===== config.mk =====
export PLATFORM = sky130hd
export DESIGN_NAME = mp_modaddsub_engine
export DESIGN_NICKNAME = d
export VERILOG_FILES = /design/src/rtl/mp_arith_pkg.sv /design/src/rtl/mp_word_shreg.sv /design/src/rtl/mp_modaddsub_engine.sv
export SDC_FILE = /design/constraint.sdc
export NUM_CORES = 1
export LEC_CHECK = 0
export ABC_CLOCK_PERIOD_IN_PS = 23200
export BUFFER_PORTS_ARGS = -buffer_cell sky130_fd_sc_hd__buf_2
export CORE_MARGIN = 8
export CORE_UTILIZATION = 40
export CTS_BUF_LIST = sky130_fd_sc_hd__clkbuf_16
export DETAILED_ROUTE_END_ITERATION = 16
export GPL_TIMING_DRIVEN = 1
export SETUP_SLACK_MARGIN = 0.5
export SYNTH_ARGS = -nofsm -noshare
export SYNTH_HDL_FRONTEND = slang
export SYNTH_HIERARCHICAL = 1
export SYNTH_SLANG_ARGS = --single-unit

===== constraint.sdc =====
create_clock -name clk -period 23.2 [get_ports clk]
set_clock_uncertainty 0.15 [all_clocks]
set_input_delay 1.16 -clock clk [delete_from_list [all_inputs] [get_ports clk]]
set_output_delay 1.16 -clock clk [all_outputs]
set_load 0.05 [all_outputs]

===== src/rtl/mp_arith_pkg.sv =====
// Shared definitions for the word-serial modular add/subtract engine:
// FSM encoding, operation and load-select codes, default geometry.
package mp_arith_pkg;

  localparam int WORD_W_DEF = 16;
  localparam int NWORDS_DEF = 16;

  typedef enum logic [1:0] {
    ST_IDLE  = 2'b00,
    ST_PASS1 = 2'b01,
    ST_PASS2 = 2'b10,
    ST_FIN   = 2'b11
  } state_e;

  localparam logic OP_ADD = 1'b0;
  localparam logic OP_SUB = 1'b1;

  localparam logic [1:0] LD_A = 2'b00;
  localparam logic [1:0] LD_B = 2'b01;
  localparam logic [1:0] LD_P = 2'b10;

endpackage


===== src/rtl/mp_word_shreg.sv =====
// Cyclic word bank: LSW leaves at index 0; MSW slot takes either the load word
// (load-shift) or the outgoing LSW (rotate). Contents are deliberately not reset.
module mp_word_shreg
  import mp_arith_pkg::*;
#(
  parameter int WORD_W = WORD_W_DEF,
  parameter int NWORDS = NWORDS_DEF
) (
  input  logic              clk,
  input  logic              ld_en_i,
  input  logic              rot_en_i,
  input  logic [WORD_W-1:0] din_i,
  output logic [WORD_W-1:0] lsw_o
);

  logic [WORD_W-1:0] mem_q [NWORDS];
  logic [WORD_W-1:0] mem_d [NWORDS];

  // Shift toward the LSW; load has priority over rotate at the MSW slot
  always_comb begin
    for (int k = 0; k < NWORDS - 1; k++) begin
      mem_d[k] = mem_q[k+1];
    end
    if (ld_en_i) begin
      mem_d[NWORDS-1] = din_i;
    end else begin
      mem_d[NWORDS-1] = mem_q[0];
    end
  end

  // Bank storage
  always_ff @(posedge clk) begin
    if (ld_en_i || rot_en_i) begin
      mem_q <= mem_d;
    end
  end

  assign lsw_o = mem_q[0];

endmodule


===== src/rtl/mp_modaddsub_engine.sv =====
// Word-serial modular add/subtract: pass 1 forms A+/-B, pass 2 corrects by P, FIN selects.
// Optional result==1 detection is built when MPAS_ONE_DETECT_EN is defined.
module mp_modaddsub_engine
  import mp_arith_pkg::*;
#(
  parameter int WORD_W = WORD_W_DEF,
  parameter int NWORDS = NWORDS_DEF
) (
  input  logic              clk,
  input  logic              rst,
  input  logic              ld_we,
  input  logic [1:0]        ld_sel,
  input  logic [WORD_W-1:0] datain,
  input  logic              start,
  input  logic              op,
  output logic              busy,
  output logic              done,
  input  logic              rd_en,
  output logic [WORD_W-1:0] dataout,
  output logic              is_one
);

  localparam int               CNT_W    = (NWORDS > 1) ? $clog2(NWORDS) : 1;
  localparam logic [CNT_W-1:0] CNT_LAST = CNT_W'(NWORDS - 1);

  state_e            state_q, state_d;
  logic [CNT_W-1:0]  cnt_q, cnt_d;
  logic              carry_q, carry_d;
  logic              c1_q, c1_d;
  logic              op_q, op_d;
  logic              res_sel_q, res_sel_d;
  logic              busy_q, busy_d;
  logic              done_q, done_d;
  logic [WORD_W-1:0] dataout_q, dataout_d;

  logic              a_ld, a_rot, b_ld, b_rot, p_ld, p_rot;
  logic              s_ld, s_rot, t_ld, t_rot;
  logic [WORD_W-1:0] a_lsw, b_lsw, p_lsw, s_lsw, t_lsw;

  logic              pass1;
  logic [WORD_W-1:0] add_x, add_y;
  logic              add_cin;
  logic [WORD_W:0]   sum;

  // Shared word adder: pass 1 uses A and (inverted for subtract) B, pass 2 uses S and P
  always_comb begin
    pass1 = (state_q == ST_PASS1);
    if (pass1) begin
      add_x = a_lsw;
      add_y = b_lsw ^ {WORD_W{op_q}};
    end else begin
      add_x = s_lsw;
      add_y = p_lsw ^ {WORD_W{~op_q}};
    end
    if (cnt_q == '0) begin
      add_cin = pass1 ? (op_q == OP_SUB) : (op_q == OP_ADD);
    end else begin
      add_cin = carry_q;
    end
    sum = {1'b0, add_x} + {1'b0, add_y} + {{WORD_W{1'b0}}, add_cin};
  end

`ifdef MPAS_ONE_DETECT_EN
  logic s_one_q, s_one_d, t_one_q, t_one_d, is_one_q, is_one_d;
  logic word_match;
`endif

  // Next-state and datapath control
  always_comb begin
    state_d   = state_q;
    cnt_d     = cnt_q;
    carry_d   = carry_q;
    c1_d      = c1_q;
    op_d      = op_q;
    res_sel_d = res_sel_q;
    busy_d    = busy_q;
    done_d    = 1'b0;
    dataout_d = dataout_q;
    a_ld = 1'b0; a_rot = 1'b0; b_ld = 1'b0; b_rot = 1'b0; p_ld = 1'b0; p_rot = 1'b0;
    s_ld = 1'b0; s_rot = 1'b0; t_ld = 1'b0; t_rot = 1'b0;
`ifdef MPAS_ONE_DETECT_EN
    s_one_d    = s_one_q;
    t_one_d    = t_one_q;
    is_one_d   = is_one_q;
    word_match = (cnt_q == '0) ? (sum[WORD_W-1:0] == WORD_W'(1)) : (sum[WORD_W-1:0] == '0);
`endif
    case (state_q)
      ST_IDLE: begin
        if (ld_we) begin
          case (ld_sel)
            LD_A:    a_ld = 1'b1;
            LD_B:    b_ld = 1'b1;
            LD_P:    p_ld = 1'b1;
            default: a_ld = 1'b0;
          endcase
        end else begin
          a_ld = 1'b0;
        end
        if (rd_en) begin
          dataout_d = res_sel_q ? t_lsw : s_lsw;
          t_rot     = res_sel_q;
          s_rot     = ~res_sel_q;
        end else begin
          dataout_d = dataout_q;
        end
        if (start) begin
          state_d = ST_PASS1;
          op_d    = op;
          cnt_d   = '0;
          carry_d = 1'b0;
          busy_d  = 1'b1;
`ifdef MPAS_ONE_DETECT_EN
          is_one_d = 1'b0;
`endif
        end else begin
          state_d = ST_IDLE;
        end
      end
      ST_PASS1: begin
        a_rot   = 1'b1;
        b_rot   = 1'b1;
        s_ld    = 1'b1;
        carry_d = sum[WORD_W];
`ifdef MPAS_ONE_DETECT_EN
        s_one_d = word_match & ((cnt_q == '0) | s_one_q);
`endif
        if (cnt_q == CNT_LAST) begin
          c1_d    = sum[WORD_W];
          cnt_d   = '0;
          state_d = ST_PASS2;
        end else begin
          cnt_d   = cnt_q + CNT_W'(1);
        end
      end
      ST_PASS2: begin
        s_rot   = 1'b1;
        p_rot   = 1'b1;
        t_ld    = 1'b1;
        carry_d = sum[WORD_W];
`ifdef MPAS_ONE_DETECT_EN
        t_one_d = word_match & ((cnt_q == '0) | t_one_q);
`endif
        if (cnt_q == CNT_LAST) begin
          cnt_d   = '0;
          state_d = ST_FIN;
        end else begin
          cnt_d   = cnt_q + CNT_W'(1);
        end
      end
      ST_FIN: begin
        // carry_q now holds the pass-2 final carry (c2)
        res_sel_d = (op_q == OP_ADD) ? (c1_q | carry_q) : ~c1_q;
        busy_d    = 1'b0;
        done_d    = 1'b1;
        state_d   = ST_IDLE;
`ifdef MPAS_ONE_DETECT_EN
        is_one_d  = res_sel_d ? t_one_q : s_one_q;
`endif
      end
      default: begin
        state_d = ST_IDLE;
        busy_d  = 1'b0;
      end
    endcase
  end

  // State and control registers
  always_ff @(posedge clk or posedge rst) begin
    if (rst) begin
      state_q   <= ST_IDLE;
      cnt_q     <= '0;
      carry_q   <= 1'b0;
      c1_q      <= 1'b0;
      op_q      <= 1'b0;
      res_sel_q <= 1'b0;
      busy_q    <= 1'b0;
      done_q    <= 1'b0;
      dataout_q <= '0;
`ifdef MPAS_ONE_DETECT_EN
      s_one_q   <= 1'b0;
      t_one_q   <= 1'b0;
      is_one_q  <= 1'b0;
`endif
    end else begin
      state_q   <= state_d;
      cnt_q     <= cnt_d;
      carry_q   <= carry_d;
      c1_q      <= c1_d;
      op_q      <= op_d;
      res_sel_q <= res_sel_d;
      busy_q    <= busy_d;
      done_q    <= done_d;
      dataout_q <= dataout_d;
`ifdef MPAS_ONE_DETECT_EN
      s_one_q   <= s_one_d;
      t_one_q   <= t_one_d;
      is_one_q  <= is_one_d;
`endif
    end
  end

  mp_word_shreg #(.WORD_W(WORD_W), .NWORDS(NWORDS)) u_bank_a (
    .clk(clk), .ld_en_i(a_ld), .rot_en_i(a_rot), .din_i(datain), .lsw_o(a_lsw));
  mp_word_shreg #(.WORD_W(WORD_W), .NWORDS(NWORDS)) u_bank_b (
    .clk(clk), .ld_en_i(b_ld), .rot_en_i(b_rot), .din_i(datain), .lsw_o(b_lsw));
  mp_word_shreg #(.WORD_W(WORD_W), .NWORDS(NWORDS)) u_bank_p (
    .clk(clk), .ld_en_i(p_ld), .rot_en_i(p_rot), .din_i(datain), .lsw_o(p_lsw));
  mp_word_shreg #(.WORD_W(WORD_W), .NWORDS(NWORDS)) u_bank_s (
    .clk(clk), .ld_en_i(s_ld), .rot_en_i(s_rot), .din_i(sum[WORD_W-1:0]), .lsw_o(s_lsw));
  mp_word_shreg #(.WORD_W(WORD_W), .NWORDS(NWORDS)) u_bank_t (
    .clk(clk), .ld_en_i(t_ld), .rot_en_i(t_rot), .din_i(sum[WORD_W-1:0]), .lsw_o(t_lsw));

  assign busy    = busy_q;
  assign done    = done_q;
  assign dataout = dataout_q;
`ifdef MPAS_ONE_DETECT_EN
  assign is_one  = is_one_q;
`else
  assign is_one  = 1'b0;
`endif

endmodule


Word-level counts from Yosys, hierarchy flattened
Cells that the tools add are included.
- register bits after elaboration: 1308
- input bits: 24
- word-level logic and storage cells: 162
- add/subtract/negate cells: 3
- eq/ne operators: 9
- mux-type cells: 38
- bitwise operators: 6
- reductions and logical operators: 17
- operators by type and width (operator ; number):
    2-to-1 mux 16 bit ; 8
    bitwise XOR 16 bit ; 2
    2-to-1 mux 1 bit ; 21
    adder 16 x 16 -> 17 bit ; 1
    adder 17 x 1 -> 17 bit ; 1
    AND reduction 2 bit ; 6
    2-to-1 mux 4 bit ; 2
    one-hot mux 2 bit (4 select lines) ; 1
    one-hot mux 4 bit (2 select lines) ; 1
    equality test 2 bit (second input constant) ; 3
    one-hot mux 1 bit (2 select lines) ; 3
    logical OR 1 bit ; 5
    adder 4 x 1 -> 4 bit (second input constant) ; 1
    equality test 2 x 1 -> 1 bit (second input constant) ; 2
    equality test 4 bit (second input constant) ; 1
    zero test 2 bit ; 2
    zero test 4 bit ; 1
    2-to-1 mux 2 bit ; 2
    inequality test 2 bit (second input constant) ; 2
    nonzero test 2 bit ; 2
    NOT 1 bit ; 3
    inequality test 2 x 1 -> 1 bit (second input constant) ; 1
    OR reduction 2 bit ; 1
    OR 1 bit ; 1

Depth between registers and ports, before layout
- depth in word-level cells: 6
- depth in mapped cells: 15
- gate-level depth less buffers: 13

Hierarchy
The synthesis kept the hierarchy.
- modules (own cells, without submodules) (module ; instances ; cells each ; area an instance (um2) ; seq. area each (um2)):
    mp_word_shreg ; 5 ; 275 ; 7938.9 ; 7687.4
    mp_modaddsub_engine ; 1 ; 335 ; 2832.7 ; 700.7

Worst setup path after synthesis
OpenSTA, ideal clock, no wires.
- path type: in2reg
- from: input ld_we
- to: register u_bank_p.mem_q (netlist bit u_bank_p/lsw_o[0]), enable pin
- library setup time: 0.638 ns
- arrival time: 7.331 ns
- required time: 22.412 ns
- setup slack: 15.081 ns
- stages: 5
- buffers on the path: 2
- cell sequence: nand2_1 > nor3b_1 > buf_6 > buf_12 > or2_1
- word-level cells in the longest chain between the ends: 3
- RTL lines (item ; RTL line ; text):
    start: declaration ; mp_modaddsub_engine.sv:11 ; input logic ld_we,
    2-to-1 mux 1 bit ; mp_modaddsub_engine.sv:89 ; if (ld_we) begin
    2-to-1 mux 1 bit ; mp_modaddsub_engine.sv:87 ; case (state_q)
    via p_ld ; mp_modaddsub_engine.sv:36 ; logic a_ld, a_rot, b_ld, b_rot, p_ld, p_rot;
    logical OR 1 bit ; mp_word_shreg.sv:33 ; if (ld_en_i || rot_en_i) begin
    end signal: assignment ; mp_word_shreg.sv:34 ; mem_q <= mem_d;
    end: declaration ; mp_word_shreg.sv:16 ; logic [WORD_W-1:0] mem_q [NWORDS];
The timed path passes the listed nets, and every way through them passes these cells.
A chain may end at the register's enable or synchronous reset.

Worst setup path in the final report
- from: register state_q[1]
- to: register u_bank_p.mem_q (netlist bit u_bank_p/mem_d[26]), enable pin
- word-level cells in the longest chain between the ends: 3
- RTL lines (item ; RTL line ; text):
    start: declaration ; mp_modaddsub_engine.sv:26 ; state_e state_q, state_d;
    start signal: assignment ; mp_modaddsub_engine.sv:185 ; state_q <= state_d;
    zero test 2 bit ; mp_modaddsub_engine.sv:87 ;
    2-to-1 mux 1 bit ; mp_modaddsub_engine.sv:87 ;
    via p_ld ; mp_modaddsub_engine.sv:36 ;
    logical OR 1 bit ; mp_word_shreg.sv:33 ;
The timed path passes the listed nets, and every way through them passes these cells.

==> summary.md <==
| Metric | Value |
|---|---|
| Maximum capacitance violations | 0 |
| Pre-antenna DRT Iters | 5 |
| Min-delay worst type | reg2reg |
| Final setup fails | 0 |
| Initial antenna violation count | 8 |
| Worst-Margin Slew | 1.30 ns |
| Synthesis warning total | 6 |
| Post_cts resized | 0 |
| H-tree levels | 4 |
| Crit Path Max Fanout | 99 |
| Synthesized flop and latch total | 1308 |
| Pre-CTS setup slack | 17.74 ns |
| RSZ-0062 raised after global routing | no |
| Max Slew Vio Count | 0 |
| Sequential fraction of the synthesis area | 0.920 |
| IO Port Bufs | 41 |
| Crit-path cells | inv_1, ha_1, nand2_1, nor3b_2, buf_4, or2_4, buf_4, buf_4, buf_4 |
| First-pass GRT wire length | 94.6 mm |
| Main synth FF type | edfxtp_1 |
| Die ar. | 0.117 mm2 |
| Mapped cell area | 0.0425 mm2 |
| Mapped Cells | 1710 |
| Cell Rows | 119 |
| Global route overflow | 0 |
| Yosys top cell by area | edfxtp_1 |
| Final Hold Fails | 0 |
| Wire length per cell | 18.3 um |
| Clock buffer depth | 3 |
| Fin Setup TNS | 0 ns |
| Layout cells sized above 1 | 0.175 |
| Reg-to-reg endpoint | u_bank_p/mem_d[26] |
| GRT Total Usage | 0.105 |
| Post-synth EDFFs | 1280 |
| Setup Fix Bufs, Post-CTS | 0 |
| Leak Pwr | 15.4 nW |
| Ys async rst share | 0.0214 |
| Switching power | 0.00178 W |
| CTS sink cnt | 1308 |
| Sequential share of power | 0.573 |
| Synth cell count leaders | edfxtp_1 (1280), mux2_2 (51), mux2_4 (45) |
| Most common cell on crit path | buf_4 |
| Final setup margin | 17.90 ns |
| Initial Util | 0.403 |
| Worst hold start | u_bank_t/mem_d[174] |
| Syn Nets | 1758 |
| Post-DP HPWL | 35.0 mm |
| Syn avg cell area | 24.9 um2 |
| GP Congestion | 0.767 |
| Pin count of the biggest net entering global routing | 193 |
| Worst Hold Path EP | u_bank_t/mem_d[190] |
| Pwr Density | 143 mW/mm2 |
| Status | completed |
| Crit Path Class | reg2reg |
| DRT Wirelength | 61.7 mm |
| Worst-Skew Late Latency | 0.70 ns |
| Die Y-Extent | 342 um |
| Final Cycle Share | 0.229 |
| FF-to-FF path depth | 9 |
| DRT antenna net count | 0 |
| Main area contributors after synthesis | edfxtp_1 (90%), dfrtp_1 (1.6%), mux2_4 (1.6%) |
| Post-synth cell types | 54 |
| CP top delay family | buffers and inverters |
| CTS tree | done |
| CTS Hold Bufs | 0 |
| Cell with the most instances after synthesis | edfxtp_1 |
| CP Buf/Inv Count | 5 |
| Hold path cells | 0 |
| Core Box Area | 0.105 mm2 |
| Worst R2R Start | state_q[1] |
| Area grow syn2layout | 14.2% |
| Multi-input gate area | 0.00307 mm2 |
| Vias/cell | 4.64 |
| FF-to-FF setup slack | 17.90 ns |
| Via count | 15638 |
| Clock-pin slew on the worst setup and hold paths | 0.06 ns |
| Critical Path RT | 23.37 ns |
| Max VDD drop | 0.158 mV |
| Critical Path AT | 5.47 ns |
| Worst setup EP type | register |
| FILL cells | 8635 |
| Ports | 43 |
| Vias in the first global route | 15616 |
| Post-synth top area share | 0.904 |
| Crit start category | register |
| Power share of the clock group | 0.288 |
| Internal | 0.00515 W |
| Die X-Extent | 342 um |
| Logic pwr share | 0.139 |
| Storage element area | 0.0391 mm2 |
| DRT iter0 DRCs | 1474 |
| # DRC | 0 |
| Critical Path Max Stage Delay | 1.02 ns |
| Worst path slowest cell | buf_4 |
| Post-layout util | 0.461 |
| CTS Buf Count | 130 |
| Fmax achieved | 0.189 GHz |
| Clk root buf | clkbuf_16 |
| Final min period | 5.30 ns |
| Layout Nets | 1920 |
| Sw Share | 0.257 |
| Max-Slew Margin vs Limit | 0.135 |
routing by layer:
layer	track usage	wire [um]
met4	0.0392	1480
met3	0.0271	2950
met2	0.147	26600
met1	0.159	30600
met5	0	25
cell families after synthesis:
kind of cell | share of synthesized area
XOR/XNOR | 0.00556
AO/OA/AOI/OAI | 0.0121
multiplexers | 0.0376
other | 0.0000882
buffers and inverters | 0.00815
AND/OR/NAND/NOR | 0.00880
flip-flops | 0.920
adder cells (fa/ha/maj) | 0.00741
per-stage QoR:
| step | hold WS [ns] | instance area [um2] | instances | total power, W |
|---|---|---|---|---|
| 6_report | 0.254 | 48600 | 3369 | 0.00693 |
| 3_5_place_dp | 0.255 | 44400 | 3131 | 0.00501 |
| 5_1_grt | 0.250 | 48600 | 3368 | 0.00727 |
| 4_1_cts | 0.244 | 48600 | 3368 | 0.00703 |
| 3_3_place_gp | 0.251 | 44400 | 3131 | 0.00492 |
| 2_1_floorplan | 0.250 | 42500 | 1710 | 0.00489 |
worst max path at each step:
| stage | start | endpoint | slack, ns | depth (start not counted) |
|---|---|---|---|---|
| 4_1_cts | state_q[1] | u_bank_p/mem_d[117] | 17.86 | 9 |
| 2_1_floorplan | ld_we | u_bank_p/lsw_o[0] | 15.08 | 5 |
| 5_1_grt | state_q[0] | u_bank_p/mem_d[165] | 17.50 | 9 |
| 3_3_place_gp | ld_we | u_bank_p/mem_d[42] | 17.88 | 8 |
| 6_report | state_q[1] | u_bank_p/mem_d[26] | 17.90 | 9 |
| 3_5_place_dp | ld_we | u_bank_p/mem_d[58] | 17.74 | 8 |
worst register-to-register path, cell delays in order (launching register included):
cell     delay, ns
dfrtp_1       0.41
inv_1         0.13
ha_1          0.48
nand2_1       0.22
nor3b_2       0.21
buf_4         0.35
or2_4         0.22
buf_4         0.76
buf_4         0.85
buf_4         1.06
sequential cells by signal (all words and copies together) (netlist names), 2 cells and up:
signal and cells:
u_bank_a/lsw_o 16, u_bank_s/lsw_o 16, u_bank_p/mem_d 240, u_bank_t/mem_d 240, u_bank_b/lsw_o 16, dataout 16, state_q 2, u_bank_s/mem_d 240
u_bank_b/mem_d 240, u_bank_t/lsw_o 16, u_bank_a/mem_d 240, u_bank_p/lsw_o 16, cnt_q 4
placed cells by master (no fill, tap or decap), types with 4 or more instances in the layout:
cell and instances:
o21ai_0 14, xor2_1 4, inv_1 63, nor3_1 4, a21oi_1 35, clkinv_2 17, nand3_1 6, mux2_2 51
a21o_1 4, ha_1 21, clkbuf_16 131, a31oi_1 4, dfrtp_1 28, mux2_4 45, edfxtp_1 1280, xnor2_1 23
buf_4 16, inv_6 7, nor2_1 22, nand2b_1 6, nand2_1 23, clkinv_8 6, mux2i_1 35, or2_4 5
buf_2 41, clkinv_1 23, bufinv_16 9
area by class of cell:
type                    count  area share
diodes                      1   0.0000515
clock buffers             131      0.0675
clock inverters           106      0.0183
inverters                  29     0.00224
multi-input cells         345      0.0633
flip-flops and latches   1308       0.806
well taps                1391      0.0358
repair buffers             58     0.00711
power groups by stage:
stage / registers, W / logic, W / clock network [W]
global route: 0.00405 / 0.00106 / 0.00216
detailed placement: 0.00402 / 0.000983 / 0
CTS: 0.00399 / 0.000981 / 0.00206
global placement: 0.00398 / 0.000941 / 0
finish: 0.00397 / 0.000965 / 0.00199
floorplan: 0.00417 / 0.000714 / 0
(Power assumes the default switching activity.)
